## src/rtl/regfile_mp.sv

```systemverilog
// Multi-port register file with per-register busy scoreboard for RAW hazard detection.
// Optional same-cycle write-through forwarding is enabled by defining REGFILE_BYPASS_EN.
module regfile_mp #(
   parameter int unsigned AW       = 5,
   parameter int unsigned DW       = 32,
   parameter int unsigned NR       = 2,
   parameter int unsigned NW       = 1,
   parameter bit          ZERO_REG = 1'b1
) (
   input  logic             clk,
   input  logic             rst_n,
   input  logic [NW-1:0]    wr_en,
   input  logic [NW*AW-1:0] wr_addr,
   input  logic [NW*DW-1:0] wr_data,
   input  logic [NR*AW-1:0] rd_addr,
   output logic [NR*DW-1:0] rd_data,
   output logic [NR-1:0]    rd_busy,
   input  logic             sb_set_en,
   input  logic [AW-1:0]    sb_set_addr,
   input  logic             sb_flush,
   output logic             sb_any_busy
);

   localparam int unsigned Depth = 2 ** AW;

   logic [DW-1:0]    mem_q [Depth];
   logic [DW-1:0]    mem_d [Depth];
   logic [Depth-1:0] busy_q;
   logic [Depth-1:0] busy_d;

   function automatic logic is_zero_reg(input logic [AW-1:0] addr);
      return ZERO_REG && (addr == '0);
   endfunction

   // Ports are visited in ascending order so the highest-index write port wins a collision.
   always_comb begin
      mem_d = mem_q;
      for (int unsigned k = 0; k < NW; k++) begin
         if (wr_en[k] && !is_zero_reg(wr_addr[k*AW +: AW])) begin
            mem_d[wr_addr[k*AW +: AW]] = wr_data[k*DW +: DW];
         end
      end
   end

   // Lowest priority is applied first: write clear, then set, then flush.
   always_comb begin
      busy_d = busy_q;
      for (int unsigned k = 0; k < NW; k++) begin
         if (wr_en[k]) begin
            busy_d[wr_addr[k*AW +: AW]] = 1'b0;
         end
      end
      if (sb_set_en) begin
         busy_d[sb_set_addr] = 1'b1;
      end
      if (sb_flush) begin
         busy_d = '0;
      end
      if (ZERO_REG) begin
         busy_d[0] = 1'b0;
      end
   end

   always_ff @(posedge clk) begin
      if (!rst_n) begin
         for (int unsigned a = 0; a < Depth; a++) begin
            mem_q[a] <= '0;
         end
         busy_q <= '0;
      end else begin
         for (int unsigned a = 0; a < Depth; a++) begin
            mem_q[a] <= mem_d[a];
         end
         busy_q <= busy_d;
      end
   end

   always_comb begin
      rd_data = '0;
      rd_busy = '0;
      for (int unsigned j = 0; j < NR; j++) begin
         rd_data[j*DW +: DW] = mem_q[rd_addr[j*AW +: AW]];
         rd_busy[j]          = busy_q[rd_addr[j*AW +: AW]];
`ifdef REGFILE_BYPASS_EN
         for (int unsigned k = 0; k < NW; k++) begin
            if (wr_en[k] && (wr_addr[k*AW +: AW] == rd_addr[j*AW +: AW]) &&
                !is_zero_reg(rd_addr[j*AW +: AW])) begin
               rd_data[j*DW +: DW] = wr_data[k*DW +: DW];
               // A producer issued this cycle keeps the register busy.
               if (!(sb_set_en && (sb_set_addr == rd_addr[j*AW +: AW]))) begin
                  rd_busy[j] = 1'b0;
               end
            end
         end
`endif
         if (is_zero_reg(rd_addr[j*AW +: AW])) begin
            rd_data[j*DW +: DW] = '0;
            rd_busy[j]          = 1'b0;
         end
      end
   end

   assign sb_any_busy = |busy_q;

endmodule
```

## config.mk

```make
export PLATFORM = sky130hd
export DESIGN_NAME = regfile_mp
export DESIGN_NICKNAME = d
export VERILOG_FILES = /design/src/rtl/regfile_mp.sv
export SDC_FILE = /design/constraint.sdc
export NUM_CORES = 2
export LEC_CHECK = 0
export ABC_AREA = 1
export BUFFER_PORTS_ARGS = -buffer_cell sky130_fd_sc_hd__buf_2
export CORE_AREA = 2 2 326 328
export DETAILED_ROUTE_END_ITERATION = 16
export DIE_AREA = 0 0 328 330
export PLACE_DENSITY_LB_ADDON = 0.05
export SYNTH_ARGS = -nofsm -noshare
export SYNTH_HDL_FRONTEND = slang
export SYNTH_SLANG_ARGS = --single-unit
```

## constraint.sdc

```tcl
create_clock -name clk -period 1.48 [get_ports clk]
set_clock_uncertainty 0.15 [all_clocks]
set_input_delay 0 -clock clk [delete_from_list [all_inputs] [get_ports clk]]
set_output_delay 0 -clock clk [all_outputs]
set_load 0.02 [all_outputs]
```

==> impl_metrics.env <==
export IMPL_outcome="finished, violations left"
export IMPL_violations="negative hold slack, negative setup slack"
export IMPL_rsz0062_at_grt="yes"
export IMPL_finalMaxSlewViolations=0
export IMPL_viasPerCell=6.16
export IMPL_worst_slew_pin_slew_ps=915
export IMPL_ios=124
export IMPL_leakagePower_nw=33.4
export IMPL_initial_utilization_pct=54.7
export IMPL_fin_tns_setup_ps=-51800
export IMPL_drc=0
export IMPL_drive_gt1_share_pct=27.6
export IMPL_place_hpwl_um=172000
export IMPL_pwr_share_clk_pct=42.2
export IMPL_postPlaceCellArea_mm2=0.0666
export IMPL_tritoncts="done"
export IMPL_drt_wl_total_um=271000
export IMPL_min_period_ps=2370
export IMPL_finalCritPeriodShare_pct=160
export IMPL_met1_usage_pct=60.5
export IMPL_coreArea_mm2=0.105
export IMPL_grt_most_used_layer="met2"
export IMPL_whs_ps=-1.82
export IMPL_htree_levels=3
export IMPL_end_kind="primary output"
export IMPL_io_buffers=123
export IMPL_die_area_mm2=0.108
export IMPL_syn_instance_count=9585
export IMPL_syn_area_per_cell_um2=5.97
export IMPL_crit_type="reg -> out"
export IMPL_grt_first_pass_wirelength_um=399000
export IMPL_dr_total_vias=71000
export IMPL_combPwrFrac_pct=17.0
export IMPL_regArea_mm2=0.0219
export IMPL_fp_row_count=119
export IMPL_gr_usage_met3_pct=13.7
export IMPL_multiInputGateArea_mm2=0.0352
export IMPL_crit_path_max_fanout=3
export IMPL_max_vdd_ir_drop_v=0.00132
export IMPL_clock_sinks=1055
export IMPL_use_met2_pct=70.1
export IMPL_n_fill_cell=8543
export IMPL_grt_pass1_vias=65800
export IMPL_drt_iter0_markers=10800
export IMPL_fin_cells=11500
export IMPL_synth_area_mm2=0.0572
export IMPL_switching_share_pct=29.3
export IMPL_cts_made_buffers=116
export IMPL_maxCapViolations=0
export IMPL_areaGrowthSynthToFinish_pct=33.2
export IMPL_p_int_mw=50.3
export IMPL_die_w_um=328
export IMPL_critPathMaxStageDelay_ps=340
export IMPL_die_h_um=330
export IMPL_slowest_stage="dfxtp_2"
export IMPL_fin_util_pct=72.8
export IMPL_p_per_area_mw_per_mm2=933
export IMPL_switching_power_mw=20.8
export IMPL_fin_nets=10100
export IMPL_firstDrtPassIters=10
export IMPL_power_frac_seq_pct=40.8
export IMPL_yosys_warnings=0
export IMPL_cts_root_buf="clkbuf_16"
export IMPL_grt_max_degree=100
export IMPL_cts_path_max_buffers=3
export IMPL_hold_viol=3
export IMPL_insertion_delay_ps=720
export IMPL_cp_arrival_ps=2220
export IMPL_ys_types=28
export IMPL_grt_util_all_layers_pct=47.9
export IMPL_antenna_found_initial=10
export IMPL_routabilityCongestion=1.01
export IMPL_cp_required_ps=1330
export IMPL_ant_nets=0
export IMPL_crit_chain="nand2_1 -> nand2_1 -> nand2_1 -> a21oi_2 -> nor2_2 -> nand2_1 -> nand2_2 -> nor2_4 -> buf_6"
export IMPL_fmax_mhz=422
export IMPL_critPathLaunchType="register"
export IMPL_slew_headroom_pct=39.0
export IMPL_dpl_cell_count=11300
export IMPL_synth_nets=9642
export IMPL_yosysSeqAreaShare_pct=36.9
export IMPL_setup_viol=290
export IMPL_clk_pin_slew_ps=60
export IMPL_yosys_register_bits=1055
export IMPL_min_path_type="in -> reg"
export IMPL_cp_common_cell="nand2_1"
export IMPL_worst_slack_ps=-888
export IMPL_wl_per_cell_um=23.5
export IMPL_grt_overflow_total=0
export IMPL_stdcell_area_mm2=0.0762
synth_stat cells:
library cell     n  area [um2]
nor3_1          13        65.1
dfxtp_1       1055       21100
nor4_1           7        43.8
nand3_1       1064        5330
nor2_1        1964        7370
or2_2            1        6.26
nor2_4           8        90.1
inv_2           15        56.3
o211ai_1        14         105
o21ai_1         26         130
inv_4            2        12.5
nor3_2           2        20.0
nand4_1         24         150
buf_1          115         432
nor2_2           4        25.0
clkbuf_1       417        1570
o21ai_0       1162        5820
nand3_4          1        17.5
buf_4            5        37.5
buf_6            1        11.3
buf_2          286        1430
nand3b_1         2        15.0
nand2_4          1        11.3
nand2_1       2549        9570
clkinv_1         2        7.51
clkbuf_2         2        10.0
a21oi_1        488        2440
inv_1          355        1330
per-stage QoR:
| step | power, mW | worst slack, ps |
|---|---|---|
| after floorplan | 34.5 | 14.6 |
| after detailed placement | 39.5 | -920 |
| after global placement | 39.5 | -929 |
| after global routing | 72.5 | -938 |
| after CTS | 69.9 | -781 |
| final | 71.1 | -888 |
metal layers:
layer | vias to the layer above | share of wire [%]
met5 | - | 0.022
met4 | 10 | 8.4
met3 | 1429 | 15
met2 | 5625 | 41
met1 | 32300 | 36
li1 | 31600 | -
logic make-up after synthesis:
logic type	share of synthesized area [%]
AO/OA/AOI/OAI	14.8
buffers and inverters	8.56
flip-flops	36.9
AND/OR/NAND/NOR	39.7
registers in the layout (all words and copies together) (netlist names):
signal	flops
busy_q	31
mem_q	1024
timing repair:
item                       4_1_cts  5_1_grt
resized for setup             1161      809
hold endpoints to repair      1055       15
hold buffers                    55        3
buffers inserted                28       25
pin swaps                      411      477
gates cloned                     0        1
setup endpoints to repair       67      443
power groups by stage:
stage / sequential [mW] / combinational (mW) / clock (mW)
floorplan: 29.5 / 4.94 / 0
global placement: 29.6 / 9.88 / 0
detailed placement: 29.6 / 9.93 / 0
CTS: 29.0 / 11.0 / 29.9
global route: 29.0 / 12.4 / 31.1
finish: 29.0 / 12.1 / 30.0
final timing paths:
kind,to,slack [ps],depth (start not counted),from
setup / recovery,rd_data[51],-890,9,mem_q[371]
hold / removal,mem_q[281],-2,7,wr_addr[1]
setup reg to reg,mem_q[912],60,8,mem_q[912]
hold reg to reg,mem_q[1021],280,2,mem_q[1021]
worst max-delay path, delay by kind of cell, from the launching register on:
kind                   cells  cell delay (ps)
AND/OR/NAND/NOR            7              730
flip-flops                 1              340
AO/OA/AOI/OAI              1              220
buffers and inverters      1              180
cells in the final DEF (no fill, tap or decap), types with 208 or more instances in the layout:
| cell | instances |
|---|---|
| buf_12 | 231 |
| nor2_1 | 1757 |
| nand3_1 | 835 |
| nand2_2 | 219 |
| buf_4 | 710 |
| dfxtp_2 | 587 |
| inv_1 | 282 |
| o21ai_0 | 1053 |
| a21oi_1 | 422 |
| nand3_2 | 208 |
| dfxtp_1 | 464 |
| nand2_1 | 2270 |
final cells by class:
cell class / instances / area share, %
well taps: 1391 / 2.28
multi-input cells: 7330 / 46.2
flip-flops and latches: 1055 / 28.7
clock buffers: 172 / 4.53
repair buffers: 1162 / 15.9
clock inverters: 33 / 0.491
inverters: 374 / 1.89
diodes: 4 / 0.0131
Power figures use the tool's default switching activity.
